File: config.mk
export PLATFORM = sky130hd
export DESIGN_NAME = count_monitor
export DESIGN_NICKNAME = d
export VERILOG_FILES = /design/src/rtl/count_pkg.sv /design/src/rtl/count_step_cmp.sv /design/src/rtl/count_monitor.sv
export SDC_FILE = /design/constraint.sdc
export NUM_CORES = 1
export LEC_CHECK = 0
export ABC_AREA = 1
export CAP_MARGIN = 30
export CORE_ASPECT_RATIO = 0.6
export CORE_UTILIZATION = 42
export CTS_CLUSTER_DIAMETER = 100
export DETAILED_ROUTE_END_ITERATION = 10
export PLACE_DENSITY = 0.73
export RECOVER_POWER = 25
export SLEW_MARGIN = 20
export SYNTH_ARGS = -nofsm -noshare
export SYNTH_HDL_FRONTEND = slang
export SYNTH_SLANG_ARGS = --single-unit
File: constraint.sdc
create_clock -name clk -period 3.3 [get_ports clk]
set_input_delay 0.495 -clock clk [delete_from_list [all_inputs] [get_ports clk]]
set_output_delay 0.495 -clock clk [all_outputs]
set_load 0.02 [all_outputs]
File: src/rtl/count_pkg.sv
// Shared types for the count monitor: tracking FSM states and step classes.
// Latency: n/a (types only).
// Backpressure: n/a.
package count_pkg;

  // Tracking state of the monitor.
  typedef enum logic [1:0] {
    ST_IDLE      = 2'd0,  // no sample held
    ST_ACQ       = 2'd1,  // one sample held, direction unknown
    ST_LOCK_UP   = 2'd2,
    ST_LOCK_DOWN = 2'd3
  } state_t;

  // Classification of a new sample relative to the previous one.
  typedef enum logic [1:0] {
    STEP_NONE = 2'd0,
    STEP_UP   = 2'd1,
    STEP_DOWN = 2'd2
  } step_t;

endpackage

File: src/rtl/count_step_cmp.sv
// Classifies data against prev as a +1 / -1 modular step, or neither.
// Latency: combinational.
// Backpressure: none.
// Ports: prev - previously accepted sample; data - new sample; step - class.
module count_step_cmp
  import count_pkg::*;
#(
  parameter int WIDTH = 4
) (
  input  logic [WIDTH-1:0] prev,
  input  logic [WIDTH-1:0] data,
  output step_t            step
);

  localparam logic [WIDTH-1:0] ONE      = WIDTH'(1);
  localparam logic [WIDTH-1:0] ALL_ONES = '1;

  logic [WIDTH-1:0] prev_inc;
  logic [WIDTH-1:0] prev_dec;

  // Natural WIDTH-bit wrap gives the max->0 and 0->max steps for free;
  // adding all-ones is subtracting one modulo 2^WIDTH.
  assign prev_inc = prev + ONE;
  assign prev_dec = prev + ALL_ONES;

  always_comb begin
    step = STEP_NONE;
    if (data == prev_inc) begin
      step = STEP_UP;
    end else if (data == prev_dec) begin
      step = STEP_DOWN;
    end
  end

endmodule

File: src/rtl/count_monitor.sv
// Watches samples of an up/down counter, locks onto its direction and flags illegal steps.
// Latency: 1 cycle from a valid sample to the registered outputs.
// Backpressure: none; every valid sample is consumed, clear_i discards a same-cycle sample.
// Ports: clk, rst_n (async, active low); data_i/valid_i sample in; clear_i sync clear;
//        locked_o, dir_o level status; rev_o, err_o one-cycle pulses; err_cnt_o saturating count.
module count_monitor
  import count_pkg::*;
#(
  parameter int WIDTH = 4,
  parameter int ERR_W = 8
) (
  input  logic             clk,
  input  logic             rst_n,
  input  logic [WIDTH-1:0] data_i,
  input  logic             valid_i,
  input  logic             clear_i,
  output logic             locked_o,
  output logic             dir_o,
  output logic             rev_o,
  output logic             err_o,
  output logic [ERR_W-1:0] err_cnt_o
);

  localparam logic [ERR_W-1:0] ERR_MAX = '1;

  state_t           state;
  logic [WIDTH-1:0] prev;
  step_t            step;

  count_step_cmp #(
    .WIDTH(WIDTH)
  ) u_step_cmp (
    .prev(prev),
    .data(data_i),
    .step(step)
  );

  always_ff @(posedge clk or negedge rst_n) begin
    if (!rst_n) begin
      state     <= ST_IDLE;
      prev      <= '0;
      locked_o  <= 1'b0;
      dir_o     <= 1'b0;
      rev_o     <= 1'b0;
      err_o     <= 1'b0;
      err_cnt_o <= '0;
    end else begin
      rev_o <= 1'b0;
      err_o <= 1'b0;
      if (clear_i) begin
        // dir_o and prev are left alone: dir_o is only meaningful while
        // locked, and prev is overwritten by the first sample out of IDLE.
        state     <= ST_IDLE;
        locked_o  <= 1'b0;
        err_cnt_o <= '0;
      end else if (valid_i) begin
        prev <= data_i;
        unique case (state)
          ST_IDLE: begin
            state <= ST_ACQ;
          end
          ST_ACQ: begin
            if (step == STEP_UP) begin
              state    <= ST_LOCK_UP;
              locked_o <= 1'b1;
              dir_o    <= 1'b1;
            end else if (step == STEP_DOWN) begin
              state    <= ST_LOCK_DOWN;
              locked_o <= 1'b1;
              dir_o    <= 1'b0;
            end
          end
          ST_LOCK_UP, ST_LOCK_DOWN: begin
            if (step == STEP_NONE) begin
              state    <= ST_ACQ;
              locked_o <= 1'b0;
              err_o    <= 1'b1;
              if (err_cnt_o != ERR_MAX) begin
                err_cnt_o <= err_cnt_o + 1'b1;
              end
            end else begin
              state <= (step == STEP_UP) ? ST_LOCK_UP : ST_LOCK_DOWN;
              dir_o <= (step == STEP_UP);
              // A reversal is a legal step whose direction differs from the lock.
              rev_o <= ((step == STEP_UP) != (state == ST_LOCK_UP));
            end
          end
          default: begin
            state <= ST_IDLE;
          end
        endcase
      end
    end
  end

endmodule
# Word level (Yosys, flattened, before mapping)

Index checks and enable logic that the tools add are counted.

Register bits after elaboration: 18
Logic and storage cells: 70

Add/subtract/negate cells: 3
Equal/unequal tests: 13
Muxes and demuxes: 32
Bitwise operators: 1
Reduce and logical (&&, ||, !) cells: 14

Operators by type and width:

| operator                                       | number |
|---|---|
| two-way mux 8 bit                              | 5 |
| two-way mux 1 bit                              | 17 |
| two-way mux 2 bit                              | 7 |
| nonzero test 2 bit                             | 5 |
| adder 8 x 1 -> 8 bit (second input constant)   | 1 |
| == test 4 bit                                  | 2 |
| != test 8 bit (second input constant)          | 1 |
| AND reduction 4 bit                            | 2 |
| == test 2 bit (second input constant)          | 3 |
| != test 3 bit (second input constant)          | 2 |
| case mux 2 bit (3 select lines)                | 1 |
| AND reduction 5 bit                            | 1 |
| adder 4 x 1 -> 4 bit (second input constant)   | 1 |
| adder 4 bit (second input constant)            | 1 |
| == test 2 x 1 -> 1 bit (second input constant) | 2 |
| zero test 2 bit                                | 2 |
| != test 4 bit (second input constant)          | 1 |
| case mux 1 bit (2 select lines)                | 2 |
| AND reduction 2 bit                            | 2 |
| nonzero test 3 bit                             | 1 |
| != test 2 bit (second input constant)          | 1 |
| OR reduction 2 bit                             | 1 |
| != test 1 bit                                  | 1 |
| inverter 1 bit                                 | 1 |

# Logic depth before layout (Yosys ltp)

Word-level depth: 10
Gate-level depth with buffers: 13
Mapped depth without buffers: 13

# Hierarchy

A second synthesis with hierarchy kept.

Cell total of the unflattened synthesis: 179
Area total of the unflattened synthesis: 1286.2 um2

By module, submodules not included:

| module         | times used | cells each | area an instance (um2) |
|---|---|---|---|
| count_monitor  | 1          | 128        | 1068.5 |
| count_step_cmp | 1          | 51         | 217.7 |

# Worst setup path after synthesis

No wires, ideal clock.

Kind: register to register
Start: register prev[0]
End: register locked_o
Setup time: 0.118 ns
Data arrival time: 1.450 ns
Data required time: 3.182 ns
Slack: 1.732 ns
Stages on the path, launching flop included: 14
Path buffers: 0
Cell sequence: dfrtp_1 > inv_2 > ha_1 > inv_1 > nand2_1 > nand2_1 > nor2_1 > nand2_1 > nor2_1 > nor2_1 > nand2_2 > nand3_1 > nand2_1 > nand2_1

Cells in the longest elaborated chain, start to end: 9
Elaborated cells on any way between the ends: 16

Ends and longest elaborated chain:

| what                            | RTL line             | text |
|---|---|---|
| start: declaration              | count_monitor.sv:27  | `logic [WIDTH-1:0] prev;` |
| start signal: assignment        | count_monitor.sv:57  | `prev <= data_i;` |
| adder 4 bit                     | count_step_cmp.sv:24 | `assign prev_dec = prev + ALL_ONES;` |
| == test 4 bit                   | count_step_cmp.sv:30 | `end else if (data == prev_dec) begin` |
| two-way mux 2 bit               | count_step_cmp.sv:30 |  |
| two-way mux 2 bit (*)           | count_step_cmp.sv:28 | `if (data == prev_inc) begin` |
| == test 2 x 1 -> 1 bit          | count_monitor.sv:63  | `if (step == STEP_UP) begin` |
| two-way mux 1 bit               | count_monitor.sv:63  |  |
| case mux 1 bit (2 select lines) | count_monitor.sv:58  | `unique case (state)` |
| two-way mux 1 bit               | count_monitor.sv:56  | `end else if (valid_i) begin` |
| two-way mux 1 bit               | count_monitor.sv:50  | `if (clear_i) begin` |
| end signal: assignment          | count_monitor.sv:54  | `locked_o <= 1'b0;` |
| end signal: assignment          | count_monitor.sv:65  | `locked_o <= 1'b1;` |
| end signal: assignment          | count_monitor.sv:69  | `locked_o <= 1'b1;` |
| end: declaration                | count_monitor.sv:17  | `output logic locked_o,` |

Every way passes the cells marked *; elsewhere a longest branch is shown, timed or not. The select of a mux whose other input is x is not followed.
A chain may end at the register's enable or synchronous reset.

# Final worst setup path

Start: input port clear_i
End: register err_cnt_o[5]

Cells in the longest elaborated chain, start to end: 2
Elaborated cells on any way between the ends: 6

Ends and longest elaborated chain:

| what                                 | RTL line            | text |
|---|---|---|
| start: declaration                   | count_monitor.sv:16 | `input logic clear_i,` |
| nonzero test 2 bit (no source line)  | --                  |  |
| AND reduction 4 bit (no source line) | --                  |  |
| end signal: assignment               | count_monitor.sv:79 | `err_cnt_o <= err_cnt_o + 1'b1;` |
| end: declaration                     | count_monitor.sv:21 | `output logic [ERR_W-1:0] err_cnt_o` |

Several ways; a longest one is shown, not always the timed one.

==> results.py <==
metrics = {
    "status": {
        "outcome": "finished, violations left",
        "failed_checks": "DRC",
    },
    "routing": {
        "routed_wl_um": 2860,
        "viasPerCell": 5.42,
        "wl_per_cell_um": 12.5,
        "remaining_drc_errors": 1,
        "dr.pass1.iters": 7,
        "vias": 1236,
        "drt_iter0_drc": 97,
        "ant_nets": 0,
    },
    "global_routing": {
        "grt.met1_usage_pct": 26.2,
        "grt_util_met2_pct": 31.6,
        "gr-usage-all-layers_pct": 19.6,
        "grt_pass1_wl_um": 4640,
        "met3_usage_pct": 6.51,
        "grt_antenna_before_repair": 0,
        "grt.overflow.total": 0,
        "busiest_layer": "met2",
        "grt_max_degree": 19,
        "grt_pass1_vias": 1022,
    },
    "power": {
        "finalPower_uw": 687,
        "p_comb_share_pct": 33.9,
        "intPower_uw": 440,
        "seqPwrFrac_pct": 40.0,
        "power.density_nw_per_um2": 461,
        "ir_worst_vdd_v": 0.000292,
        "p_sw_uw": 247,
        "cellLeakagePower_nw": 0.731,
        "p_sw_share_pct": 35.9,
        "p_clk_share_pct": 26.1,
    },
    "job": {
        "cap_violations": 0,
    },
    "logic_synthesis": {
        "synth-edff-count": 0,
        "postSynthAreaPerCell_um2": 6.91,
        "ys_warn_count": 0,
        "synth_common_cells": "nand2_1 (48), nor2_1 (22), nand3_1 (21), dfrtp_1 (18), inv_1 (18)",
        "synth_nets": 186,
        "syn-cell-area_um2": 1210,
        "synth_most_common_cell": "nand2_1",
        "synth_seq_area_share_pct": 37.2,
        "ys_async_sr_fraction_pct": 100,
        "synth_seq_cells": 18,
        "yosysTopAreaCellShare_pct": 37.2,
        "synthFlopType": "dfrtp_1",
        "synth_top_cell_by_area": "dfrtp_1",
        "synth_area_leaders": "dfrtp_1 (37%), nand2_1 (15%), nand3_1 (8.7%)",
        "synth.distinct_cells": 24,
        "syn_inst": 175,
    },
    "setup_path": {
        "crit_type": "primary input to register",
        "worstSetupStartpointType": "primary input",
        "required_ns": 3.44,
        "critPathArrivalTime_ns": 2.17,
        "end_kind": "register",
        "crit_fanout": 13,
        "r2r-start": "prev[0]$_DFFE_PN0P_",
        "crit_path_start": "clear_i",
    },
    "clock_tree": {
        "clockBufferDepth": 2,
        "insertion_delay_ns": 0.25,
        "htree_num_levels": 1,
        "cts_setup_buffers": 0,
        "cts_tree": "yes",
        "clkSinkCount": 18,
        "root_buffer": "clkbuf_8",
        "hold_buffers": 0,
        "cts_resized": 0,
        "cts.clk_slew.worst_paths_ns": 0.07,
        "cts_buffers": 3,
    },
    "sta": {
        "max_freq_mhz": 492,
        "fin_worst_skew_ns": 0.00387,
        "fin_tns_setup_ns": 0,
        "fin_crit_sh_pct": 61.5,
        "finalSetupViolCount": 0,
        "drv_slew": 0,
        "maxSlewHeadroom_pct": 44.2,
        "hold_violations": 0,
        "worst_pin_slew_ns": 0.834,
        "min_period_ns": 2.03,
        "rsz0062_at_grt": "no",
    },
    "die": {
        "coreArea_um2": 2610,
        "start_util_pct": 46.4,
        "die_w_um": 71.3,
        "rows": 14,
        "ios": 20,
        "die_h_um": 43.6,
        "die_area_um2": 3110,
    },
    "layout": {
        "finalNetCount": 208,
        "antenna_cells": 0,
        "syn2layout_area_growth_pct": 23.1,
        "num-fill-cells": 238,
        "drive_above_1_share_pct": 7.65,
    },
    "min_path": {
        "hp-class": "register to register",
        "hp-start": "locked_o$_DFFE_PN0P_",
    },
    "placed_design": {
        "gp_congestion": 0.928,
        "dp_hpwl_um": 2220,
        "io_buffers": 19,
    },
}
==> state kept, by name, summed over array words and instances (netlist names) <==
register and flops:
dir_o 1, err_cnt_o 8, rev_o 1, prev 4, err_o 1, state 2, locked_o 1
==> worst max-delay path, cell delays in order <==
cell	delay [ns]
clkdlybuf4s50_1	0.64
inv_1	0.39
o21ai_0	0.37
nand4_1	0.20
nand2_1	0.07
==> cell type report <==
cell class | count | area (um^2) | share of cell area (%)
Clock buffer | 4 | 55.1 | 3.70
Sequential cell | 18 | 450 | 30.3
Timing Repair Buffer | 20 | 198 | 13.3
Inverter | 22 | 82.6 | 5.55
Multi-Input combinational cell | 132 | 663 | 44.5
Tap cell | 32 | 40.0 | 2.69
==> stage by stage <==
step / hold WS [ns] / util (%) / instance area, um^2 / std cells / worst slack [ns]
detailed placement: 0.464 / 54.9 / 1430 / 224 / 1.10
finish: 0.474 / 57.0 / 1490 / 228 / 1.27
floorplan: 0.199 / - / 1210 / 175 / 1.73
global placement: 0.461 / 54.9 / 1430 / 224 / 1.15
global route: 0.500 / 57.0 / 1490 / 228 / 1.21
CTS: 0.481 / 57.0 / 1490 / 228 / 1.36
==> final timing paths <==
kind / to / slack, ns / cells after the start
max: err_cnt_o[5]$_DFFE_PN0P_ / 1.27 / 5
min: locked_o$_DFFE_PN0P_ / 0.47 / 2
max reg2reg: err_cnt_o[5]$_DFFE_PN0P_ / 1.44 / 12
min reg2reg: locked_o$_DFFE_PN0P_ / 0.47 / 2
max in group asynchronous: err_cnt_o[3]$_DFFE_PN0P_ / 2.00 / 1
min in group asynchronous: dir_o$_DFFE_PN0P_ / 0.78 / 1
==> power by group through the flow <==
| stage | clock network, mW | registers (mW) | logic (mW) |
|---|---|---|---|
| 3_5_place_dp | 0 | 0.278 | 0.229 |
| 6_report | 0.179 | 0.275 | 0.233 |
| 4_1_cts | 0.183 | 0.274 | 0.231 |
| 3_3_place_gp | 0 | 0.277 | 0.221 |
| 2_1_floorplan | 0 | 0.290 | 0.136 |
| 5_1_grt | 0.195 | 0.279 | 0.256 |
==> layer usage <==
metal  share of wire, %  routed length, um
met5                  0                  0
met1                 48               1390
met4                1.3                 36
met3                8.4                241
met2                 42               1200
==> kinds of logic after synthesis <==
family	share of synthesized area, %
fa+ha+maj	3.10
compound gates	5.69
simple gates	41.7
buf+inv	7.96
xor+xnor	4.34
flops	37.2
==> placed cells by master (no fill, tap or decap) <==
| master | count |
|---|---|
| nand2_1 | 48 |
| nor2_2 | 1 |
| a22o_1 | 1 |
| dfrtp_1 | 18 |
| buf_4 | 1 |
| a21boi_0 | 1 |
| xnor2_1 | 1 |
| clkinv_1 | 1 |
| nor3b_1 | 1 |
| nand3_4 | 1 |
| a21oi_1 | 1 |
| clkbuf_8 | 4 |
| o21ai_0 | 6 |
| o211ai_1 | 1 |
| o21ai_1 | 2 |
| dlygate4sd3_1 | 1 |
| clkdlybuf4s50_1 | 18 |
| nand4_1 | 11 |
| nor2_1 | 22 |
| ha_1 | 3 |
| inv_1 | 18 |
| inv_2 | 3 |
| xor2_1 | 5 |
| nand3_1 | 21 |
| nor3_1 | 1 |
| nand2_2 | 5 |
(Power assumes the default switching activity.)
